`src/rtl/lcd_cmd_scheduler_pkg.sv`:
```
// Shared types and constants for the HD44780 write scheduler:
// state encodings, the power-on init command list and command classification.
package lcd_pkg;

  typedef enum logic [2:0] {
    POWERON,
    INIT_ISSUE,
    IDLE,
    SETUP,
    PULSE,
    HOLD,
    WAIT
  } lcd_state_e;

  // Top-level sequencing; C_XFER covers the whole SETUP..WAIT engine run.
  typedef enum logic [1:0] {
    C_POWERON,
    C_INIT_ISSUE,
    C_IDLE,
    C_XFER
  } ctrl_e;

  localparam int INIT_COUNT = 4;

  // 8-bit/2-line function set, display on, entry mode increment, clear.
  function automatic logic [7:0] init_cmd(input logic [1:0] idx);
    case (idx)
      2'd0:    return 8'h38;
      2'd1:    return 8'h0C;
      2'd2:    return 8'h06;
      default: return 8'h01;
    endcase
  endfunction

  // Clear (0x01) and return-home (0x02/0x03) need the long busy wait.
  function automatic logic is_long_cmd(input logic rs, input logic [7:0] data);
    return !rs && (data[7:2] == 6'd0);
  endfunction

endpackage

```
`src/rtl/lcd_cmd_scheduler_if.sv`:
```
// Requester ports and LCD bus of the scheduler bundled as one interface.
// Handshake: a requester raises reqN_valid with reqN_rs/reqN_data stable and
// holds them until reqN_ready is high in a cycle; that cycle is the transfer.
interface lcd_cmd_scheduler_if;
  logic       req0_valid;
  logic       req0_rs;
  logic [7:0] req0_data;
  logic       req0_ready;
  logic       req1_valid;
  logic       req1_rs;
  logic [7:0] req1_data;
  logic       req1_ready;
  logic       lcd_e;
  logic       lcd_rw;
  logic       lcd_rs;
  logic [7:0] lcd_data;

  modport master (
    output req0_valid, req0_rs, req0_data,
    input  req0_ready,
    output req1_valid, req1_rs, req1_data,
    input  req1_ready,
    input  lcd_e, lcd_rw, lcd_rs, lcd_data
  );

  modport slave (
    input  req0_valid, req0_rs, req0_data,
    output req0_ready,
    input  req1_valid, req1_rs, req1_data,
    output req1_ready,
    output lcd_e, lcd_rw, lcd_rs, lcd_data
  );
endinterface

```
`src/rtl/lcd_cmd_scheduler_bus_timer.sv`:
```
// LCD bus timing engine: owns the single down-counter, the post-reset wait
// and the SETUP/PULSE/HOLD/WAIT sequence of one write, with registered outputs.
module lcd_bus_timer
  import lcd_pkg::*;
#(
  parameter int T_POWERON = 2000000,
  parameter int T_SETUP   = 4,
  parameter int T_PULSE   = 25,
  parameter int T_HOLD    = 4,
  parameter int T_CMD     = 2500,
  parameter int T_LONG    = 100000
) (
  input  logic       clk,
  input  logic       rst,
  input  logic       start,
  input  logic       start_rs,
  input  logic [7:0] start_data,
  output logic       done,
  output lcd_state_e phase,
  output logic       lcd_e,
  output logic       lcd_rs,
  output logic [7:0] lcd_data
);

  localparam int T_MAX = (T_POWERON > T_LONG) ? T_POWERON : T_LONG;
  localparam int CW    = $clog2(T_MAX + 1);
  typedef logic [CW-1:0] cnt_t;

  cnt_t       cnt;
  cnt_t       cnt_nxt;
  lcd_state_e phase_nxt;

  // Each phase loads its length minus one on entry and leaves when it hits zero.
  always_comb begin
    phase_nxt = phase;
    cnt_nxt   = (cnt != '0) ? cnt - cnt_t'(1) : cnt;
    done      = 1'b0;
    case (phase)
      IDLE: begin
        if (start) begin
          phase_nxt = SETUP;
          cnt_nxt   = cnt_t'(T_SETUP - 1);
        end
      end
      POWERON: begin
        if (cnt == '0) begin
          done      = 1'b1;
          phase_nxt = IDLE;
        end
      end
      SETUP: begin
        if (cnt == '0) begin
          phase_nxt = PULSE;
          cnt_nxt   = cnt_t'(T_PULSE - 1);
        end
      end
      PULSE: begin
        if (cnt == '0) begin
          phase_nxt = HOLD;
          cnt_nxt   = cnt_t'(T_HOLD - 1);
        end
      end
      HOLD: begin
        if (cnt == '0) begin
          phase_nxt = WAIT;
          cnt_nxt   = is_long_cmd(lcd_rs, lcd_data) ? cnt_t'(T_LONG - 1)
                                                    : cnt_t'(T_CMD - 1);
        end
      end
      WAIT: begin
        if (cnt == '0) begin
          done      = 1'b1;
          phase_nxt = IDLE;
        end
      end
      default: phase_nxt = IDLE;
    endcase
  end

  // lcd_e is registered from the next phase so it is high exactly in PULSE.
  always_ff @(posedge clk or negedge rst) begin
    if (!rst) begin
      phase    <= POWERON;
      cnt      <= cnt_t'(T_POWERON - 1);
      lcd_e    <= 1'b0;
      lcd_rs   <= 1'b0;
      lcd_data <= 8'h00;
    end else begin
      phase <= phase_nxt;
      cnt   <= cnt_nxt;
      lcd_e <= (phase_nxt == PULSE);
      if (phase == IDLE && start) begin
        lcd_rs   <= start_rs;
        lcd_data <= start_data;
      end
    end
  end

endmodule

```
`src/rtl/lcd_cmd_scheduler.sv`:
```
// HD44780 write scheduler: power-on wait, init command sequence, then
// round-robin sharing of the LCD between two requesters.
module lcd_cmd_scheduler
  import lcd_pkg::*;
#(
  parameter int T_POWERON = 2000000,
  parameter int T_SETUP   = 4,
  parameter int T_PULSE   = 25,
  parameter int T_HOLD    = 4,
  parameter int T_CMD     = 2500,
  parameter int T_LONG    = 100000
) (
  input  logic                 clk,
  input  logic                 rst,
  lcd_cmd_scheduler_if.slave   bus,
  output logic                 init_done,
  output logic                 busy,
  output lcd_state_e           state
);

  ctrl_e      ctrl;
  ctrl_e      ctrl_nxt;
  logic [1:0] idx;
  logic [1:0] idx_nxt;
  logic       last;      // requester served most recently
  logic       last_nxt;
  logic       done_nxt;
  logic       grant0;
  logic       grant1;
  logic       start;
  logic       start_rs;
  logic [7:0] start_data;
  logic       tm_done;
  lcd_state_e tm_phase;
  logic       tm_e;
  logic       tm_rs;
  logic [7:0] tm_data;

  always_comb begin
    ctrl_nxt   = ctrl;
    idx_nxt    = idx;
    last_nxt   = last;
    done_nxt   = init_done;
    grant0     = 1'b0;
    grant1     = 1'b0;
    start      = 1'b0;
    start_rs   = 1'b0;
    start_data = 8'h00;
    case (ctrl)
      C_POWERON: begin
        if (tm_done) ctrl_nxt = C_INIT_ISSUE;
      end
      C_INIT_ISSUE: begin
        start      = 1'b1;
        start_data = init_cmd(idx);
        ctrl_nxt   = C_XFER;
      end
      C_IDLE: begin
        if (init_done) begin
          if (bus.req0_valid && (!bus.req1_valid || last)) grant0 = 1'b1;
          else if (bus.req1_valid)                         grant1 = 1'b1;
          if (grant0) begin
            start      = 1'b1;
            start_rs   = bus.req0_rs;
            start_data = bus.req0_data;
            last_nxt   = 1'b0;
            ctrl_nxt   = C_XFER;
          end else if (grant1) begin
            start      = 1'b1;
            start_rs   = bus.req1_rs;
            start_data = bus.req1_data;
            last_nxt   = 1'b1;
            ctrl_nxt   = C_XFER;
          end
        end
      end
      C_XFER: begin
        if (tm_done) begin
          if (init_done) begin
            ctrl_nxt = C_IDLE;
          end else if (idx == 2'(INIT_COUNT - 1)) begin
            ctrl_nxt = C_IDLE;
            done_nxt = 1'b1;
          end else begin
            idx_nxt  = idx + 2'd1;
            ctrl_nxt = C_INIT_ISSUE;
          end
        end
      end
      default: ctrl_nxt = C_POWERON;
    endcase
  end

  always_ff @(posedge clk or negedge rst) begin
    if (!rst) begin
      ctrl      <= C_POWERON;
      idx       <= 2'd0;
      last      <= 1'b1;
      init_done <= 1'b0;
    end else begin
      ctrl      <= ctrl_nxt;
      idx       <= idx_nxt;
      last      <= last_nxt;
      init_done <= done_nxt;
    end
  end

  // During a transfer the visible state is whatever phase the engine is in.
  always_comb begin
    case (ctrl)
      C_POWERON:    state = POWERON;
      C_INIT_ISSUE: state = INIT_ISSUE;
      C_IDLE:       state = IDLE;
      default:      state = tm_phase;
    endcase
  end

  assign busy           = (state != IDLE);
  assign bus.req0_ready = grant0;
  assign bus.req1_ready = grant1;
  assign bus.lcd_e      = tm_e;
  assign bus.lcd_rw     = 1'b0;
  assign bus.lcd_rs     = tm_rs;
  assign bus.lcd_data   = tm_data;

  lcd_bus_timer #(
    .T_POWERON (T_POWERON),
    .T_SETUP   (T_SETUP),
    .T_PULSE   (T_PULSE),
    .T_HOLD    (T_HOLD),
    .T_CMD     (T_CMD),
    .T_LONG    (T_LONG)
  ) u_timer (
    .clk        (clk),
    .rst        (rst),
    .start      (start),
    .start_rs   (start_rs),
    .start_data (start_data),
    .done       (tm_done),
    .phase      (tm_phase),
    .lcd_e      (tm_e),
    .lcd_rs     (tm_rs),
    .lcd_data   (tm_data)
  );

endmodule

```
`src/flat_wrapper.sv`:
```
// flat-port wrapper written by rule: the top's interface ports become plain ports
module lcd_cmd_scheduler_flat import lcd_pkg::*;
#(
  parameter int T_POWERON = 2000000,
  parameter int T_SETUP   = 4,
  parameter int T_PULSE   = 25,
  parameter int T_HOLD    = 4,
  parameter int T_CMD     = 2500,
  parameter int T_LONG    = 100000
)
  (clk, rst, init_done, busy, state, bus_req0_valid, bus_req0_rs, bus_req0_data, bus_req0_ready, bus_req1_valid, bus_req1_rs, bus_req1_data, bus_req1_ready, bus_lcd_e, bus_lcd_rw, bus_lcd_rs, bus_lcd_data);
  lcd_cmd_scheduler_if bus_i ();
  input  logic clk;
  input  logic rst;
  output logic init_done;
  output logic busy;
  output lcd_state_e state;
  input wire logic [$bits(bus_i.req0_valid)-1:0] bus_req0_valid;
  input wire logic [$bits(bus_i.req0_rs)-1:0] bus_req0_rs;
  input wire logic [$bits(bus_i.req0_data)-1:0] bus_req0_data;
  output wire logic [$bits(bus_i.req0_ready)-1:0] bus_req0_ready;
  input wire logic [$bits(bus_i.req1_valid)-1:0] bus_req1_valid;
  input wire logic [$bits(bus_i.req1_rs)-1:0] bus_req1_rs;
  input wire logic [$bits(bus_i.req1_data)-1:0] bus_req1_data;
  output wire logic [$bits(bus_i.req1_ready)-1:0] bus_req1_ready;
  output wire logic [$bits(bus_i.lcd_e)-1:0] bus_lcd_e;
  output wire logic [$bits(bus_i.lcd_rw)-1:0] bus_lcd_rw;
  output wire logic [$bits(bus_i.lcd_rs)-1:0] bus_lcd_rs;
  output wire logic [$bits(bus_i.lcd_data)-1:0] bus_lcd_data;
  assign bus_i.req0_valid = bus_req0_valid;
  assign bus_i.req0_rs = bus_req0_rs;
  assign bus_i.req0_data = bus_req0_data;
  assign bus_req0_ready = bus_i.req0_ready;
  assign bus_i.req1_valid = bus_req1_valid;
  assign bus_i.req1_rs = bus_req1_rs;
  assign bus_i.req1_data = bus_req1_data;
  assign bus_req1_ready = bus_i.req1_ready;
  assign bus_lcd_e = bus_i.lcd_e;
  assign bus_lcd_rw = bus_i.lcd_rw;
  assign bus_lcd_rs = bus_i.lcd_rs;
  assign bus_lcd_data = bus_i.lcd_data;
  lcd_cmd_scheduler #(.T_POWERON(T_POWERON), .T_SETUP(T_SETUP), .T_PULSE(T_PULSE), .T_HOLD(T_HOLD), .T_CMD(T_CMD), .T_LONG(T_LONG)) u_core (.clk(clk), .rst(rst), .bus(bus_i), .init_done(init_done), .busy(busy), .state(state));
endmodule
```
`config.mk`:
```
export PLATFORM = sky130hd
export DESIGN_NAME = lcd_cmd_scheduler_flat
export DESIGN_NICKNAME = d
export VERILOG_FILES = /design/src/rtl/lcd_cmd_scheduler_pkg.sv /design/src/rtl/lcd_cmd_scheduler_if.sv /design/src/rtl/lcd_cmd_scheduler_bus_timer.sv /design/src/rtl/lcd_cmd_scheduler.sv /design/src/flat_wrapper.sv
export SDC_FILE = /design/constraint.sdc
export NUM_CORES = 1
export LEC_CHECK = 0
export ABC_AREA = 1
export ABC_CLOCK_PERIOD_IN_PS = 5560
export CAP_MARGIN = 0
export CORE_ASPECT_RATIO = 1.75
export CORE_UTILIZATION = 56
export CTS_CLUSTER_DIAMETER = 40
export DETAILED_ROUTE_END_ITERATION = 16
export PLACE_DENSITY = 0.84
export SYNTH_ARGS = -nofsm -noshare
export SYNTH_HDL_FRONTEND = slang
export SYNTH_SLANG_ARGS = --single-unit
```
`constraint.sdc`:
```
create_clock -name clk -period 5.56 [get_ports clk]
set_clock_uncertainty 0.2 [all_clocks]
set_input_delay 1.112 -clock clk [delete_from_list [all_inputs] [get_ports clk]]
set_output_delay 1.112 -clock clk [all_outputs]
set_load 0.02 [all_outputs]
```
==> results.tsv, run 1 <==
metric	value	unit
Vert. Die Dim	97.4	µm
top-area cell type share of the netlist area	22.3	%
ANT nets after route	0	
Synth area leaders	dfrtp_1, nand2_1, dfstp_2, nor2_1, nand3_1	
vias per cell	5.56	
sequential fraction of the synthesis area	35.0	%
placed insts	499	
starting density of the core	58.5	%
Async SR Flop Fraction	100	%
io pins	40	
fin nets	486	
Slew Viols, Final	0	
critical path type	input pin to output pin	
IO buf count	38	
cts bufs inserted	5	
wire per inst	14.0	µm
Post-synth EDFFs	0	
outcome	finished clean	
post-synth cell types	33	
FMAX	234	MHz
core box area	0.00498	mm²
Layout area overhead	16.7	%
Syn Nets	446	
fillcell total	405	
Crit Path Max Fanout	10	
Synth Register Bits	40	
Hold WC Path Type	flip-flop to flip-flop	
Place WS	1310	ps
P_sw	119	µW
Yosys warning total	0	
Via Count	2818	
worst-margin pin slew	898	ps
non-filler instance count after layout	507	
slew margin rel.	40.1	%
Setup WS post-layout	1280	ps
DRC Markers	0	
Setup TNS	0	ps
Pint	393	µW
CP required	4250	ps
post-synth top area cell	dfrtp_1	
Total GRT Usage	27.3	%
GP Congestion	0.929	
number of diodes	0	
period utilization	76.9	%
setup violators final	0	
layout cells sized above 1	12.4	%
Syn Area/Cell	7.07	µm²
Setup Buffers After CTS	0	
Die Wd	56.5	µm
ys flop type	dfrtp_1	
Switching Share	23.2	%
number of global-route vias before repair	2844	
maximum VDD drop	0.150	mV
H-Tree Level Count	2	
final wirelength	7090	µm
initial antenna violation count	0	
cell area after synthesis	0.00291	mm²
minimum clock period	4280	ps
first-pass detailed-route iteration total	4	
leakage	0.00159	µW
most frequent cell after synthesis	nand2_1	
clk slew on worst S/H paths	80	ps
hpwl dp	5420	µm
first-pass GRT wire length	11900	µm
row cnt	34	
synth cell count leaders	nand2_1, nor2_1, inv_1	
starting DRC count in detailed routing	127	
Reg power frac	57.1	%
die area	0.00551	mm²
clk_lat worst skew	300	ps
# resized after CTS	0	
Worst setup EP type	output pin	
post-synthesis cell count	412	
Max-Cap Viols	0	
nature of the critical path startpoint	input pin	
CTS tree	built	
Critical Path AT	2970	ps
Clock Power Share	38.5	%
final hold violation count	0	
clock tree buffer depth	2	
clk sinks	40	
combinational power share	4.4	%
Power per Cell Area	151	mW/mm²
largest net degree at the start of global routing	41	
RSZ-0062 raised after global routing	false	
gr ovfl total	0	
Root Driver	clkbuf_8	
cts hold-fix bufs	0	
-- cell usage in the layout (no fill, tap or decap) --
cell type,Yosys,final
nor3_1,6,6
o21ai_2,1,1
a21oi_2,1,1
o21bai_1,2,2
nor2_4,8,8
clkbuf_1,0,2
clkdlybuf4s50_1,0,37
dfrtp_1,26,26
o211a_1,1,1
nor2_1,58,58
nand3b_1,2,2
inv_1,43,43
nor2_8,1,1
dfstp_2,14,14
nand3_2,1,1
a21oi_1,9,9
a22o_1,3,3
nor2_2,2,2
nand3_4,2,2
o21a_1,6,6
ha_1,12,12
clkbuf_8,0,5
nand4_1,18,18
nand2_1,116,116
nand3_1,34,34
o22ai_2,1,1
buf_2,2,1
conb_1,1,1
clkinv_1,2,2
clkinv_2,0,1
nand2_2,8,8
xor2_1,9,9
inv_2,10,10
o21ai_1,3,3
o21ai_0,7,7
-- critical path, stage by stage --
cell and delay [ps]:
clkdlybuf4s50_1 470, o21ai_0 120, nor2_1 530, clkdlybuf4s50_1 730
-- path summary, 6_finish.rpt --
path                                                 start                          to  slack [ps]  cells after the start
max in group asynchronous                              rst            u_core.init_done        3860                      1
worst min-delay path            u_core.u_timer.lcd_data[1]  u_core.u_timer.lcd_data[1]         310                      1
worst max-delay path                        bus_req0_valid              bus_req0_ready        1280                      4
min in group asynchronous                              rst       u_core.u_timer.cnt[8]         730                      1
worst max register to register       u_core.u_timer.cnt[0]       u_core.u_timer.cnt[0]        2880                     11
worst min register to register  u_core.u_timer.lcd_data[1]  u_core.u_timer.lcd_data[1]         310                      1
-- logic make-up after synthesis --
family,count (synthesis),synth area share (%)
adder cells (fa/ha/maj),12,5.15
buffers and inverters,60,8.33
AO/OA/AOI/OAI,34,7.60
other,1,0.129
XOR/XNOR,9,2.71
AND/OR/NAND/NOR,256,41.1
flip-flops,40,35.0
-- per-layer routing --
| metal | routed length [µm] | vias up | global-route usage (%) |
|---|---|---|---|
| met3 | 199 | 34 | 3.73 |
| met1 | 2590 | 1317 | 26.4 |
| met4 | 341 | 0 | 16.7 |
| met2 | 3960 | 74 | 51.8 |
| li1 | - | 1393 | - |
| met5 | 0 | - | 0 |
-- metrics by stage --
stage | hold WS [ps] | area [µm²] | total power (µW) | utilization [%]
2_1_floorplan | 255 | 2910 | 300 | -
3_3_place_gp | 277 | 3320 | 321 | 66.7
3_5_place_dp | 287 | 3320 | 321 | 66.7
4_1_cts | 305 | 3400 | 510 | 68.4
5_1_grt | 326 | 3400 | 525 | 68.4
6_report | 305 | 3400 | 512 | 68.4
-- layout make-up --
class / instances / area [µm²] / share of cell area (%)
Multi-Input combinational cell: 312 / 1650 / 48.6
Sequential cell: 40 / 1020 / 29.9
Inverter: 55 / 206 / 6.07
Clock buffer: 7 / 76.3 / 2.24
Clock inverter: 1 / 5.00 / 0.147
Tap cell: 54 / 67.6 / 1.99
Timing Repair Buffer: 38 / 375 / 11.0
-- flip-flops by register name, summed over array words and instances (netlist names) --
signal and count:
u_core.init_done 1, u_core.u_timer.lcd_rs 1, u_core.u_timer.lcd_data 8, u_core.idx 2, u_core.u_timer.cnt 21, u_core.u_timer.lcd_e 1, u_core.ctrl 2, u_core.last 1
u_core.u_timer.phase 3
-- power groups by stage --
stage,combinational (µW),clock [µW],sequential (µW)
3_3_place_gp,22.9,0,298
2_1_floorplan,2.28,0,298
5_1_grt,25.0,208,293
4_1_cts,23.1,195,292
6_report,22.5,197,292
3_5_place_dp,22.9,0,298
(Power assumes the default switching activity.)
==> run 2: changes to the inputs <==
--- a/config.mk
+++ b/config.mk
@@ -6,13 +6,13 @@
 export NUM_CORES = 1
 export LEC_CHECK = 0
 export ABC_AREA = 1
-export ABC_CLOCK_PERIOD_IN_PS = 5560
+export ABC_CLOCK_PERIOD_IN_PS = 3400
 export CAP_MARGIN = 0
 export CORE_ASPECT_RATIO = 1.75
-export CORE_UTILIZATION = 56
+export CORE_UTILIZATION = 50
 export CTS_CLUSTER_DIAMETER = 40
 export DETAILED_ROUTE_END_ITERATION = 16
-export PLACE_DENSITY = 0.84
+export PLACE_DENSITY = 0.8
 export SYNTH_ARGS = -nofsm -noshare
 export SYNTH_HDL_FRONTEND = slang
 export SYNTH_SLANG_ARGS = --single-unit
==> constraint.sdc (replaced) <==
create_clock -name clk -period 3.4 [get_ports clk]
set_clock_uncertainty 0.2 [all_clocks]
set_input_delay 0.68 -clock clk [delete_from_list [all_inputs] [get_ports clk]]
set_output_delay 0.68 -clock clk [all_outputs]
set_load 0.02 [all_outputs]
==> run 2 against run 1 <==
Via count fell by 1.1%. Power is 68% higher. Sequential power increased by 64%. Worst setup slack got worse by 930 ps. Sequential cell count unchanged. Global-route usage fell by 1.6 points. Non-clock buffer count rose by 2. Sequential share of layout area decreased by 0.47 points. Combinational power rose by 60%. Utilization down 6.5 points.
==> results.tsv, run 2 (synthesis results as in run 1) <==
metric	value	unit
outcome	finished clean	
minimum clock period	3050	ps
Via Count	2788	
starting density of the core	52.2	%
commonest cells after routing, fill and taps aside	nand2_1, nor2_1, inv_1, clkdlybuf4s50_1, nand3_1	
final hold violation count	0	
Root Driver	clkbuf_8	
CTS tree	built	
first-pass detailed-route iteration total	4	
Regs by FF count	u_core.u_timer.cnt (21), u_core.u_timer.lcd_data (8), u_core.u_timer.phase (3)	
largest register by flop count	u_core.u_timer.cnt	
ANT nets after route	0	
CP most frequent cell	clkdlybuf4s50_1	
layout cells sized above 1	13.2	%
Setup WS post-layout	349	ps
cts hold-fix bufs	0	
commonest non-fill, non-tap cell in the layout	nand2_1	
vias per cell	5.25	
IO buf count	38	
Hold Worst Slack	296	ps
fin util	61.9	%
Layout area overhead	18.6	%
worst-margin pin slew	911	ps
number of global-route vias before repair	2841	
CP required	2520	ps
Critical Path AT	2170	ps
core box area	0.00559	mm²
Slew Viols, Final	0	
largest net degree at the start of global routing	41	
Hold WC Path Type	flip-flop to flip-flop	
Place WS	338	ps
slowest CP cell	clkdlybuf4s50_1	
FMAX	328	MHz
final wirelength	7110	µm
Buf/Inv on CP	4	
clk_lat worst skew	310	ps
row cnt	36	
hpwl dp	5540	µm
critical path type	input pin to output pin	
clk sinks	40	
Vert. Die Dim	103	µm
Top delay family on crit path	buffers and inverters	
Crit Path Max Fanout	2	
die area	0.00615	mm²
cts bufs inserted	5	
CP max stage delay	590	ps
R2R setup slack	780	ps
Die Wd	59.7	µm
clock tree buffer depth	2	
leakage	0.00161	µW
first-pass GRT wire length	12000	µm
Setup TNS	0	ps
Worst setup EP type	output pin	
wire per inst	13.4	µm
H-Tree Level Count	2	
CP cell instances	clkdlybuf4s50_1 > inv_1 > o21ai_0 > nand2_1 > clkinv_1 > clkdlybuf4s50_1	
Power per Cell Area	249	mW/mm²
number of diodes	0	
Total GRT Usage	25.7	%
initial antenna violation count	0	
fin nets	488	
nature of the critical path startpoint	input pin	
slew margin rel.	39.2	%
GP Congestion	0.921	
total chip power	862	µW
Setup Buffers After CTS	0	
setup violators final	0	
starting DRC count in detailed routing	101	
maximum VDD drop	0.331	mV
io pins	40	
max reg flops	21	
clk slew on worst S/H paths	80	ps
Max-Cap Viols	0	
DRC Markers	0	
period utilization	89.7	%
gr ovfl total	0	
RSZ-0062 raised after global routing	false	
fillcell total	536	
# resized after CTS	0	
## run 2: cell types whose count changed in the layout (fill, tap and decap cells not counted), sizes merged
| cell | before | now |
|---|---|---|
| clkbuf | 7 | 6 |
| clkinv | 3 | 4 |
| buf | 1 | 3 |
## run 2: metal layers
layer | GRT usage, % | vias up | wire length, µm | part of all wire, %
li1 | - | 1397 | - | -
met1 | 24.5 | 1315 | 2650 | 37
met2 | 47.3 | 50 | 4000 | 56
met3 | 4.02 | 26 | 174 | 2.4
met4 | 19.1 | 0 | 296 | 4.2
met5 | 0 | - | 0 | 0
## run 2: layout make-up
type,count,area [µm²],share of cell area (%)
timing repair buffer,40,390,11.3
clock buffer,6,82.6,2.39
multi-input combinational,312,1650,47.8
inverter,55,206,5.97
sequential,40,1020,29.5
tap,76,95.1,2.75
clock inverter,2,10.0,0.290
## run 2: through the flow
| stage | cell area, µm² | cells |
|---|---|---|
| floorplan | 2910 | 412 |
| global placement | 3360 | 523 |
| detailed placement | 3360 | 523 |
| CTS | 3460 | 531 |
| global route | 3460 | 531 |
| finish | 3460 | 531 |
## run 2: worst register-to-register path, stage by stage, from the launching register on
cell     delay [ps]
dfstp_2         380
inv_1           130
ha_1            400
nand2_2         180
nor2_4          180
nand3_4         240
ha_1            400
nor2_1           50
a21oi_1         100
o21ai_0          90
nor3_1          150
a21oi_1          60
## run 2: where the power goes
part	total (µW)	switching, µW	internal (µW)
Sequential	478	0.483	478
Combinational	35.9	14.8	21.0
Clock	348	185	162
Total	862	201	661
## run 2: path summary, 6_finish.rpt
check	startpoint	endpoint	cells after the start
hold reg to reg	u_core.last	u_core.last	2
setup / recovery	bus_req1_valid	bus_req1_ready	6
hold / removal	u_core.last	u_core.last	2
setup reg to reg	u_core.u_timer.cnt[0]	u_core.u_timer.cnt[0]	11
max in group asynchronous	rst	u_core.u_timer.cnt[9]	1
min in group asynchronous	rst	u_core.u_timer.cnt[14]	1
==> run 3: changes to the inputs <==
--- a/config.mk
+++ b/config.mk
@@ -12,6 +12,7 @@
 export CORE_UTILIZATION = 50
 export CTS_CLUSTER_DIAMETER = 40
 export DETAILED_ROUTE_END_ITERATION = 16
+export GPL_ROUTABILITY_DRIVEN = 0
 export PLACE_DENSITY = 0.8
 export SYNTH_ARGS = -nofsm -noshare
 export SYNTH_HDL_FRONTEND = slang
==> results of run 3 <==
The final DEF is identical to that of run 2; final timing and power are the same.
